===== config.mk =====
export PLATFORM = sky130hd
export DESIGN_NAME = tim_slave_mode_ctrl
export DESIGN_NICKNAME = d
export VERILOG_FILES = /design/src/rtl/tim_pkg.sv /design/src/rtl/tim_trg_sync.sv /design/src/rtl/tim_slave_mode_ctrl.sv
export SDC_FILE = /design/constraint.sdc
export NUM_CORES = 1
export LEC_CHECK = 0
export ABC_AREA = 1
export BUFFER_PORTS_ARGS = -buffer_cell sky130_fd_sc_hd__buf_2
export CAP_MARGIN = 15
export CORE_MARGIN = 2
export CORE_UTILIZATION = 54
export CTS_CLUSTER_DIAMETER = 80
export DETAILED_ROUTE_END_ITERATION = 8
export HOLD_SLACK_MARGIN = 0.02
export PLACE_DENSITY = 0.78
export SLEW_MARGIN = 40
export SYNTH_ARGS = -nofsm -noshare
export SYNTH_HDL_FRONTEND = slang
export SYNTH_HIERARCHICAL = 1
export SYNTH_SLANG_ARGS = --single-unit

===== constraint.sdc =====
create_clock -name clk_i -period 1.85 [get_ports clk_i]
set_input_delay 0.185 -clock clk_i [delete_from_list [all_inputs] [get_ports clk_i]]
set_output_delay 0.185 -clock clk_i [all_outputs]
set_load 0.02 [all_outputs]

===== src/rtl/tim_pkg.sv =====
// Shared definitions for the timer slave-mode controller.
// - sms_e: slave-mode codes as they appear on sms_i.
// - state_e: sequencing FSM states.
// - SYNC_STAGES_DEF: default depth of the trigger synchronizer.
// - decode_sms: maps a raw sms_i code to its behaviour. Reserved codes behave as disabled.
package tim_pkg;

  typedef enum logic [2:0] {
    SMS_DIS     = 3'b000,
    SMS_RESET   = 3'b100,
    SMS_GATED   = 3'b101,
    SMS_TRIGGER = 3'b110
  } sms_e;

  typedef enum logic [1:0] {
    ST_IDLE  = 2'd0,
    ST_RUN   = 2'd1,
    ST_GATED = 2'd2
  } state_e;

  localparam int SYNC_STAGES_DEF = 2;

  function automatic sms_e decode_sms(input logic [2:0] code);
    case (code)
      3'b100:  return SMS_RESET;
      3'b101:  return SMS_GATED;
      3'b110:  return SMS_TRIGGER;
      default: return SMS_DIS;
    endcase
  endfunction

endpackage


===== src/rtl/tim_trg_sync.sv =====
// Trigger conditioning for the timer slave-mode controller.
// The asynchronous trigger is synchronized, polarity-adjusted, and edge-detected.
// Ports:
//   clk_i      - timer kernel clock
//   aresetn_i  - asynchronous active-low reset
//   i_trg      - raw external trigger (asynchronous)
//   i_tp       - polarity select (1 inverts the trigger)
//   o_trg_lvl  - synchronized, polarity-adjusted trigger level
//   o_trg_edge - one-cycle pulse on a rising edge of o_trg_lvl;
//                it occurs SYNC_STAGES+1 cycles after i_trg
// SYNC_STAGES must be at least 2.
module tim_trg_sync #(
  parameter int SYNC_STAGES = tim_pkg::SYNC_STAGES_DEF
) (
  input  logic clk_i,
  input  logic aresetn_i,
  input  logic i_trg,
  input  logic i_tp,
  output logic o_trg_lvl,
  output logic o_trg_edge
);

  logic [SYNC_STAGES-1:0] r_sync;
  logic                   r_lvl_d;
  logic                   r_edge;
  logic                   w_lvl;

  // Polarity is applied before edge detection.
  // A tp change can therefore produce an edge by itself.
  assign w_lvl = r_sync[SYNC_STAGES-1] ^ i_tp;

  always_ff @(posedge clk_i or negedge aresetn_i) begin
    if (!aresetn_i) begin
      r_sync  <= '0;
      r_lvl_d <= 1'b0;
      r_edge  <= 1'b0;
    end else begin
      r_sync  <= {r_sync[SYNC_STAGES-2:0], i_trg};
      r_lvl_d <= w_lvl;
      r_edge  <= w_lvl & ~r_lvl_d;
    end
  end

  assign o_trg_lvl  = w_lvl;
  assign o_trg_edge = r_edge;

endmodule


===== src/rtl/tim_slave_mode_ctrl.sv =====
// Slave-mode and sequencing controller for the timer time base.
// It generates the counter enable and the reinit (ug) pulse from software control and an external trigger.
// Supported behaviour: disabled, reset, gated and trigger slave modes; one-pulse mode; and a repetition counter that qualifies update events.
// Ports:
//   clk_i, aresetn_i - kernel clock, asynchronous active-low reset
//   cen_sw_i         - software counter enable (CR1.CEN)
//   opm_i            - one-pulse mode
//   sms_i            - slave mode select
//   tp_i, trg_i      - trigger polarity and raw trigger
//   uev_i            - raw update event from the time base
//   rep_i            - repetition reload value
//   cen_o, ug_o      - counter enable and reinit pulse to the time base
//   uev_o            - qualified update event
//   tif_o            - trigger flag pulse
//   cen_set_o        - hardware set of CR1.CEN (trigger start)
//   cen_clr_o        - hardware clear of CR1.CEN (one-pulse stop)
module tim_slave_mode_ctrl
  import tim_pkg::*;
#(
  parameter int SYNC_STAGES = SYNC_STAGES_DEF,
  parameter int REP_WIDTH   = 8
) (
  input  logic                 clk_i,
  input  logic                 aresetn_i,
  input  logic                 cen_sw_i,
  input  logic                 opm_i,
  input  logic [2:0]           sms_i,
  input  logic                 tp_i,
  input  logic                 trg_i,
  input  logic                 uev_i,
  input  logic [REP_WIDTH-1:0] rep_i,
  output logic                 cen_o,
  output logic                 ug_o,
  output logic                 uev_o,
  output logic                 tif_o,
  output logic                 cen_set_o,
  output logic                 cen_clr_o
);

  state_e               r_state;
  state_e               w_state_nxt;
  logic [2:0]           r_sms_prev;
  logic [REP_WIDTH-1:0] r_rep_cnt;
  logic                 r_cen, r_ug, r_tif, r_uev, r_clr;
  logic                 w_trg_lvl, w_trg_edge;
  logic                 w_sms_chg, w_ug_req, w_uev_q, w_cen_set, w_cen_nxt;
  sms_e                 w_mode;

  tim_trg_sync #(.SYNC_STAGES(SYNC_STAGES)) u_trg_sync (
    .clk_i      (clk_i),
    .aresetn_i  (aresetn_i),
    .i_trg      (trg_i),
    .i_tp       (tp_i),
    .o_trg_lvl  (w_trg_lvl),
    .o_trg_edge (w_trg_edge)
  );

  assign w_mode    = decode_sms(sms_i);
  assign w_sms_chg = (sms_i != r_sms_prev);
  // A reset-mode trigger takes precedence over a coincident update event.
  // That update event is swallowed by the reload.
  assign w_ug_req  = w_trg_edge & (w_mode == SMS_RESET);
  assign w_uev_q   = uev_i & (r_rep_cnt == '0) & ~w_ug_req;

  always_comb begin
    w_state_nxt = r_state;
    w_cen_set   = 1'b0;
    if (w_sms_chg) begin
      w_state_nxt = ST_IDLE;
    end else begin
      case (r_state)
        ST_IDLE: begin
          case (w_mode)
            SMS_TRIGGER: begin
              if (w_trg_edge) begin
                w_state_nxt = ST_RUN;
                w_cen_set   = 1'b1;
              end
            end
            SMS_GATED: w_state_nxt = ST_GATED;
            default:   if (cen_sw_i) w_state_nxt = ST_RUN;
          endcase
        end
        ST_RUN: begin
          if ((w_uev_q && opm_i) || !cen_sw_i) w_state_nxt = ST_IDLE;
        end
        ST_GATED: w_state_nxt = ST_GATED;
        default:  w_state_nxt = ST_IDLE;
      endcase
    end
    // The gate is not qualified by an OPM stop.
    // In gated mode, software clears CEN in response to cen_clr_o.
    w_cen_nxt = (w_state_nxt == ST_RUN) ||
                ((w_state_nxt == ST_GATED) && cen_sw_i && w_trg_lvl);
  end

  always_ff @(posedge clk_i or negedge aresetn_i) begin
    if (!aresetn_i) begin
      r_state    <= ST_IDLE;
      r_sms_prev <= 3'b000;
      r_cen      <= 1'b0;
      r_ug       <= 1'b0;
      r_tif      <= 1'b0;
      r_uev      <= 1'b0;
      r_clr      <= 1'b0;
    end else begin
      r_state    <= w_state_nxt;
      r_sms_prev <= sms_i;
      r_cen      <= w_cen_nxt;
      r_ug       <= w_ug_req;
      r_tif      <= w_trg_edge & (w_mode != SMS_DIS);
      r_uev      <= w_uev_q;
      r_clr      <= w_uev_q & opm_i;
    end
  end

  // The counter reloads on the reinit request and again while ug_o is high.
  // It therefore restarts from rep_i when the time base is reinitialised.
  always_ff @(posedge clk_i or negedge aresetn_i) begin
    if (!aresetn_i) begin
      r_rep_cnt <= '0;
    end else if (w_ug_req || r_ug || (uev_i && (r_rep_cnt == '0))) begin
      r_rep_cnt <= rep_i;
    end else if (uev_i) begin
      r_rep_cnt <= r_rep_cnt - REP_WIDTH'(1);
    end
  end

  assign cen_o     = r_cen;
  assign ug_o      = r_ug;
  assign uev_o     = r_uev;
  assign tif_o     = r_tif;
  assign cen_set_o = w_cen_set;
  assign cen_clr_o = r_clr;

endmodule

==> results.toml, run 1 <==
[timing]
postLayoutSetupSlackWorst_ns = 0.234
setup_viol = 0
fin_crit_ns = 1.62
max_freq_ghz = 0.619
finalHoldViolCount = 0
finClkSkew_ns = 0.00204
tns_ns = 0
drv_slew = 0
tightestPinTransition_ns = 0.484
maxSlewHeadroom_pct = 67.8
post-route-period-util_pct = 87.4
rsz0062_at_grt = "no"

[yosys]
synthTopCellsByCount = "nand2_1 (39), inv_1 (27), dfrtp_1 (22)"
ys_warn_count = 6
yosysMostFrequentCell = "nand2_1"
async_reset_ff_share_pct = 100
syn_inst = 156
synthFlopType = "dfrtp_1"
syn_nets = 180
synth_area_um2 = 1230
synth_top_area_share_pct = 44.7
synth_edf_count = 0
yosysSeqAreaShare_pct = 44.7
ys_ff_latch = 22
syn_area_per_cell_um2 = 7.90
synth.area.top_cells = "dfrtp_1 (45%), nand2_1 (12%), inv_1 (8.2%), nand3_1 (7.7%), ha_1 (6.1%)"
ys_types = 21
yosys.area.top_type = "dfrtp_1"

[floorplanning]
die_x_um = 51.8
initial_utilization_pct = 56.3
die_h_um = 51.8
fp-row-count = 17
dieArea_um2 = 2680
pin_count = 24
coreArea_um2 = 2190

[setup_path]
crit_path_end_kind = "output pin"
path_cells = "or2_0, a21oi_1, nand2_1, nor2_1, buf_2"
cp_max_fo = 2
path_depth = 5
cp_data_arrival_time_ns = 1.43
cpPeakStageDelay_ns = 0.39
required_ns = 1.66
start_kind = "flip-flop"
reg2regPathDepth = 12
critPathKind = "reg -> out"
critical_path_buf_inv_count = 1
cp_top_family = "flip-flops"
crit_slowest_cell = "dfrtp_1"

[place]
dpl.hpwl_mm = 1.69
place_ws_ns = 0.0461
globalplace.congestion = 0.831
port_buffers = 23

[min_path]
holdPathStages = 1
hold_path_class = "in -> reg"

[pwr]
switching_share_pct = 36.3
pwr-share-seq_pct = 47.0
switchingPower_w = 0.000512
combPwrFrac_pct = 34.8
ir_worst_vdd_uv = 689
p_clk_share_pct = 18.2
intPower_w = 0.000899
power.leakage_nw = 0.823
powerDensity_nw_per_um2 = 980
total_power_w = 0.00141

[grt]
grt_pass1_vias = 988
grt_max_degree = 23
antenna_found_initial = 0
grt.overflow.total = 0
grt_pass1_wl_mm = 3.95
grt_usage_pct = 20.2

[layout]
drive_gt1_share_pct = 20.5
nets = 210
syn_to_final_growth_pct = 16.8
antennaDiodeCount = 0

[clocking]
clkTransAtPathRegs_ns = 0.11
htreeDepth = 1
cts_buffers = 3
root_buffer = "clkbuf_4"
cts_tree = "built"
post_cts_resize_count = 0
clock_latency_ns = 0.30
cts.sinks = 22
clock_path_buffers = 2

[detailed_routing]
drt_iter0_markers = 10
drc = 0
dr.pass1.iters = 4
routedWlPerCell_um = 10.3
vias_per_cell = 4.81
via_count = 1025
ant_nets = 0
drt-total-wl_mm = 2.20

[run_status]
status = "finished clean"

[flow_run]
maxCapViolations = 0
-- cell usage in the layout, fill, tap and decap left out, types with 3 or more instances in the layout --
| cell type | n |
|---|---|
| nand2_1 | 39 |
| inv_1 | 27 |
| buf_2 | 23 |
| dfrtp_1 | 22 |
| nand3_1 | 19 |
| nor2_1 | 12 |
| ha_1 | 6 |
| nand2_2 | 4 |
| o21ai_0 | 4 |
| nor2_2 | 3 |
| a21oi_1 | 3 |
| xor2_1 | 3 |
| clkbuf_4 | 3 |
-- layer usage --
layer  vias up  routed length (um)  track usage, %
li1        536                   -               -
met4         0                  17            5.26
met3         2                 119            6.03
met1       458                 962            23.6
met2        29                1100            36.1
met5         -                   0               0
-- path summary, 6_finish.rpt --
kind | start | endpoint | slack (ns)
setup / recovery | r_sms_prev[0] | cen_set_o | 0.23
hold / removal | sms_i[2] | r_sms_prev[2] | 0.03
setup reg to reg | r_rep_cnt[0] | r_rep_cnt[5] | 0.24
hold reg to reg | u_trg_sync/r_sync[0] | u_trg_sync/r_sync[1] | 0.38
max in group asynchronous | aresetn_i | r_rep_cnt[5] | 1.16
min in group asynchronous | aresetn_i | ug_o | 0.36
-- power groups by stage --
| stage | sequential [W] | combinational [W] | clock [W] |
|---|---|---|---|
| after floorplan | 0.000659 | 0.000375 | 0 |
| after global placement | 0.000669 | 0.000462 | 0 |
| after detailed placement | 0.000669 | 0.000490 | 0 |
| after CTS | 0.000661 | 0.000495 | 0.000271 |
| after global routing | 0.000679 | 0.000577 | 0.000282 |
| final | 0.000663 | 0.000491 | 0.000257 |
-- worst register-to-register path, cell delays in order, from the launching register on --
cell,delay (ns)
dfrtp_1,0.41
inv_1,0.11
ha_1,0.15
nand2_1,0.06
inv_1,0.07
nand2_2,0.06
nor2_4,0.12
nor2_4,0.06
nand2_8,0.09
inv_4,0.06
or2_0,0.20
nand2_1,0.08
inv_1,0.04
-- final cells by class --
cell class	instances	area [um^2]
Timing Repair Buffer	25	135
Inverter	29	111
Fill cell	190	752
Sequential cell	22	551
Tap cell	28	35.0
Multi-Input combinational cell	105	571
Clock buffer	4	36.3
-- state kept, by name, summed over array words and instances, names as in the netlist, 2 cells and up --
signal,cells
r_rep_cnt,8
r_state,2
u_trg_sync/r_sync,2
r_sms_prev,3
-- repair_timing --
action | CTS | global route
hold buffers | 2 | 0
setup buffers | 0 | 0
hold endpoints to repair | 23 | 0
-- stage by stage --
| step | util (%) | hold slack [ns] | area, um^2 | instances |
|---|---|---|---|---|
| final | 65.7 | 0.0320 | 1440 | 213 |
| after global routing | 65.7 | 0.0201 | 1440 | 213 |
| after CTS | 65.7 | 0.0231 | 1440 | 213 |
| after detailed placement | 63.1 | 0.183 | 1380 | 207 |
| after global placement | 63.1 | 0.176 | 1380 | 207 |
| after floorplan | - | -0.111 | 1230 | 156 |
-- kinds of logic (layout without fill, tap and decap cells) --
family                     count (synthesis)  in the layout  synth area share [%]
DFF                                       22             22                  44.7
adders and majority gates                  6              6                  6.09
buffers and inverters                     29             58                  9.04
and+or+nand+nor                           85             85                  32.6
AOI/OAI and AO/OA                          9              9                  4.06
xor gates and xnor gates                   5              5                  3.55
No activity file was read; power rests on OpenSTA's default activity.
==> run 2, diff against run 1 <==
BUFFER_PORTS_ARGS = -buffer_cell sky130_fd_sc_hd__buf_4   (was -buffer_cell sky130_fd_sc_hd__buf_2)
==> run 2 against run 1 <==
Power rose by 10%. Wire length rose by 3.7%. Cell area rose by 7.2%. Flip-flop and latch count did not move.
==> results.toml, run 2 (synthesized netlist as in run 1, its figures left out) <==
[min_path]
hold_path_class = "in -> reg"

[layout]
top_regs = "r_rep_cnt: 8 flops, r_sms_prev: 3 flops"
drive_gt1_share_pct = 20.2
layout_common_cells = "nand2_1 (39), inv_1 (27), buf_4 (23), dfrtp_1 (22), nand3_1 (19)"
syn_to_final_growth_pct = 25.2
top_register = "r_rep_cnt"
layout_commonest_cell = "nand2_1"
largest_reg_flops = 8
nets = 213
fin_cells = 216
antennaDiodeCount = 0

[setup_path]
cp-endpoint = "cen_set_o"
r2r_slack_ns = 0.27
r2r_start = "r_rep_cnt[0]"
cp_max_fo = 2
start_kind = "flip-flop"
crit_path_end_kind = "output pin"
reg2regPathDepth = 12
critPathKind = "reg -> out"
reg2reg_to = "r_rep_cnt[5]"
cp-startpoint = "r_sms_prev[0]"
required_ns = 1.66
cp_data_arrival_time_ns = 1.44

[clocking]
post_cts_resize_count = 0
clock_latency_ns = 0.31
cts.sinks = 22
cts_tree = "built"
root_buffer = "clkbuf_4"
cts_buffers = 3
clkTransAtPathRegs_ns = 0.14
clock_path_buffers = 2
htreeDepth = 1

[detailed_routing]
routedWlPerCell_um = 10.5
drc = 0
via_count = 1017
dr.pass1.iters = 4
drt-total-wl_mm = 2.28
ant_nets = 0
vias_per_cell = 4.71
drt_iter0_markers = 38

[timing]
post-route-period-util_pct = 87.7
finalHoldViolCount = 0
max_freq_ghz = 0.616
whs_ns = 0.0895
maxSlewHeadroom_pct = 81.1
fin_crit_ns = 1.62
drv_slew = 0
tightestPinTransition_ns = 0.283
finClkSkew_ns = 0.00794
tns_ns = 0
rsz0062_at_grt = "no"
setup_viol = 0

[floorplanning]
die_h_um = 51.8
initial_utilization_pct = 56.3
coreArea_um2 = 2190
pin_count = 24
fp-row-count = 17
die_x_um = 51.8
dieArea_um2 = 2680

[place]
globalplace.congestion = 0.829
port_buffers = 23
dpl.hpwl_mm = 1.73
placed_cells = 207

[grt]
grt_usage_pct = 19.8
grt.overflow.total = 0
grt_max_degree = 23
grt_pass1_vias = 976
grt_pass1_wl_mm = 3.97
antenna_found_initial = 0

[run_status]
status = "finished clean"

[pwr]
ir_worst_vdd_uv = 648
total_power_w = 0.00155
power.leakage_nw = 0.857
powerDensity_nw_per_um2 = 1010

[flow_run]
maxCapViolations = 0
==> run 2: cell types whose count changed in the layout (fill, tap and decap cells not counted) <==
cell           change
clkbuf_8           -1
buf_4             +23
buf_2             -23
dlygate4sd3_1      +3
bufinv_16          +1
==> run 2: where the power goes <==
| part | internal [W] | switching (W) | total [W] |
|---|---|---|---|
| Clock | 0.000219 | 0.000155 | 0.000374 |
| Sequential | 0.000579 | 0.0000908 | 0.000670 |
| Combinational | 0.000216 | 0.000294 | 0.000510 |
==> run 2: critical path, stage by stage, from the launching register on <==
cell,delay [ns]
dfrtp_1,0.40
or2_0,0.19
a21oi_1,0.20
nand2_1,0.10
nor2_1,0.10
buf_4,0.14
==> run 2: worst min-delay path by stage <==
stage,start,to,slack [ns],cells past startpoint
floorplan,aresetn_i,cen_clr_o,-0.11,0
global placement,aresetn_i,r_rep_cnt[3],0.09,1
detailed placement,aresetn_i,r_rep_cnt[2],0.09,1
CTS,rep_i[2],r_rep_cnt[2],0.08,3
global route,rep_i[2],r_rep_cnt[2],0.1,3
finish,rep_i[2],r_rep_cnt[2],0.09,3
==> run 2: per-layer routing <==
metal,routed length (um),GRT usage [%],vias up,share of wire [%]
met3,78,2.87,6,3.4
met2,1110,34.4,24,49
met1,1050,25.1,444,46
met5,0,0,-,0
li1,-,-,543,-
met4,37,6.58,0,1.6
==> run 2: repair_timing <==
action / CTS / global route
hold buffers: 5 / 0
setup endpoints to repair: 0 / 0
endpoints found under the hold margin: 26 / 0
buffers inserted: 0 / 0
==> run 2: area by class of cell <==
| class | count | area (um^2) |
|---|---|---|
| multi-input combinational | 105 | 571 |
| tap | 28 | 35.0 |
| inverter | 29 | 111 |
| timing repair buffer | 28 | 223 |
| clock inverter | 1 | 30.0 |
| sequential | 22 | 551 |
| clock buffer | 3 | 22.5 |
| fill | 177 | 648 |
==> run 2: through the flow <==
stage / util (%) / instance area [um^2] / setup slack [ns]
after floorplan: - / 1230 / 0.395
after global placement: 65.7 / 1440 / 0.199
after detailed placement: 65.7 / 1440 / 0.139
after CTS: 70.4 / 1540 / 0.209
after global routing: 70.4 / 1540 / 0.0922
final: 70.4 / 1540 / 0.227
==> run 3, diff against run 2 <==
CORE_UTILIZATION = 53   (was 54)
PLACE_DENSITY = 0.77   (was 0.78)
SYNTH_HIERARCHICAL = not set   (was 1)
==> run 3 against run 2 <==
Highest routed layer unchanged. Clock power about the same. Global-route usage is 2.1 points higher. Worst setup slack worse by 0.081 ns. Synthesized cell count decreased by 2.6%. Die area up 1.3%. Utilization shrank 1.3 points. Clock-buffer cell count unchanged. Cell area decreased by 1.9%. Critical path type unchanged. Largest cell class unchanged. Worst hold slack better by 0.0038 ns. Flip-flop and latch count is the same.
==> results.toml, run 3 <==
[timing]
tightestPinTransition_ns = 0.288
fin_crit_ns = 1.70
rsz0062_at_grt = "no"
finClkSkew_ns = 0.0130
post-route-period-util_pct = 92.1
setup_viol = 0
max_freq_ghz = 0.587
finalHoldViolCount = 0
drv_slew = 0
maxSlewHeadroom_pct = 80.8
tns_ns = 0

[clocking]
clock_path_buffers = 2
htreeDepth = 1
clkTransAtPathRegs_ns = 0.14
cts.sinks = 22
root_buffer = "clkbuf_4"
clock_latency_ns = 0.31
cts_buffers = 3
cts_tree = "built"

[detailed_routing]
drc = 0
vias_per_cell = 4.98
via_count = 1045
dr.pass1.iters = 6
routedWlPerCell_um = 12.0
ant_nets = 0
drt_iter0_markers = 15
drt-total-wl_mm = 2.53

[yosys]
yosysMostFrequentCell = "nand2_1"
synth_area_um2 = 1230
synth-simple-area-share_pct = 30.2
synthTopCellsByCount = "nand2_1 (40), nand3_1 (24), dfrtp_1 (22)"
synth_edf_count = 0
syn_inst = 152
synth_top_family_by_area = "simple AND/OR/NAND/NOR gates"
yosysSeqAreaShare_pct = 44.9
ys_warn_count = 0
synth.area.top_cells = "dfrtp_1 (45%), nand2_1 (12%), nand3_1 (9.8%), ha_1 (6.1%), inv_1 (5.8%)"
syn_area_per_cell_um2 = 8.07
syn_nets = 176
ys_types = 20
ys_ff_latch = 22
synth_top_area_share_pct = 44.9
synth-adder-area-share_pct = 6.12
async_reset_ff_share_pct = 100
synth_xor_area_share_pct = 5.71
synth_compound_area_share_pct = 4.08
synthMuxAreaShare_pct = 0
synthFlopType = "dfrtp_1"
yosys.area.top_type = "dfrtp_1"

[grt]
grt_pass1_vias = 1043
grt_usage_pct = 21.8
grt.overflow.total = 0
antenna_found_initial = 0
grt_pass1_wl_mm = 4.35
grt_max_degree = 23

[layout]
syn_to_final_growth_pct = 23.5
antennaDiodeCount = 0
top_register = "r_rep_cnt"
layout_common_cells = "nand2_1 (40), nand3_1 (24), buf_4 (23), dfrtp_1 (22), inv_1 (19)"
fin_area_um2 = 1510
layout_commonest_cell = "nand2_1"
largest_reg_flops = 8
top_regs = "r_rep_cnt: 8 flops, r_sms_prev: 3 flops"
drive_gt1_share_pct = 19.8
nets = 207

[setup_path]
cpPeakStageDelay_ns = 0.42
crit_path_end_kind = "output pin"
required_ns = 1.66
start_kind = "flip-flop"
cp_max_fo = 2
critPathKind = "reg -> out"
path_cells = "or2_2, a21oi_2, nand2_1, nor2_1, buf_4"
crit_slowest_cell = "dfrtp_1"
cp_data_arrival_time_ns = 1.52

[floorplanning]
die_x_um = 52.1
fp-row-count = 17
coreArea_um2 = 2190
pin_count = 24
initial_utilization_pct = 56.0
dieArea_um2 = 2710
die_h_um = 52.1

[place]
dpl.hpwl_mm = 1.83
port_buffers = 23
globalplace.congestion = 0.875
place_area_um2 = 1410

[pwr]
powerDensity_nw_per_um2 = 1070
power.leakage_nw = 0.837
ir_worst_vdd_uv = 926
total_power_w = 0.00161

[flow_run]
maxCapViolations = 0

[min_path]
hold_path_class = "in -> reg"

[run_status]
status = "finished clean"
[run 3: changes by cell type after synthesis, moves of 2 or more]
cell,previous run,this run
nand2_2,4,0
nand3_1,19,24
nor2_1,12,14
xnor2_1,2,6
or2_0,2,0
inv_1,27,19
nor2_4,2,0
or2_2,0,2
[run 3: routing by layer]
metal	track usage [%]	vias to the layer above	routed length (um)
li1	-	532	-
met1	26.5	482	1150
met2	38.0	25	1240
met3	3.45	6	94
met4	9.21	0	38
met5	0	-	0
[run 3: cells by family after synthesis]
logic type,count (synthesis)
buf+inv,23
compound gates,8
fa+ha+maj,6
simple gates,85
flops,22
xor+xnor,8
[run 3: worst paths after layout]
check | cells past startpoint | slack [ns] | start | to
max in group asynchronous | 2 | 1.34 | aresetn_i | r_rep_cnt[2]
min in group asynchronous | 2 | 0.27 | aresetn_i | uev_o
setup / recovery | 5 | 0.15 | r_sms_prev[0] | cen_set_o
hold / removal | 3 | 0.09 | rep_i[3] | r_rep_cnt[3]
setup reg to reg | 11 | 0.29 | r_rep_cnt[0] | r_rep_cnt[5]
hold reg to reg | 0 | 0.38 | u_trg_sync.r_sync[0] | u_trg_sync.r_sync[1]
[run 3: layout make-up]
| class | count | area (um^2) |
|---|---|---|
| repair buffers | 28 | 223 |
| inverters | 21 | 83.8 |
| clock inverters | 1 | 30.0 |
| flip-flops and latches | 22 | 551 |
| multi-input cells | 107 | 569 |
| fillers | 178 | 677 |
| clock buffers | 3 | 22.5 |
| well taps | 28 | 35.0 |
[run 3: critical path, delay by kind of cell, from the launching register on]
family | cells | cell delay (ns)
flops | 1 | 0.42
compound gates | 1 | 0.17
buf+inv | 1 | 0.15
simple gates | 3 | 0.48
[run 3: through the flow]
| stage | std cells | util, % | worst slack, ns | hold slack [ns] |
|---|---|---|---|---|
| 2_1_floorplan | 152 | - | 0.383 | -0.111 |
| 5_1_grt | 210 | 69.1 | 0.0616 | 0.0908 |
| 3_3_place_gp | 201 | 64.2 | 0.181 | 0.0881 |
| 3_5_place_dp | 201 | 64.2 | 0.115 | 0.0914 |
| 4_1_cts | 210 | 68.9 | 0.128 | 0.0842 |
| 6_report | 210 | 69.1 | 0.146 | 0.0933 |
[run 3: repair_timing]
action                                  4_1_cts  5_1_grt
resized for setup                             0        1
hold buffers                                  5        0
hold endpoints to repair                     26        0
endpoints found under the setup margin        0        1
buffers inserted                              0        0
[run 3: power by group]
group	leakage, nW	internal, W	switching [W]
logic	0.531	0.000253	0.000298
registers	0.277	0.000581	0.000109
clock network	0.0279	0.000219	0.000154
total	0.837	0.00105	0.000561
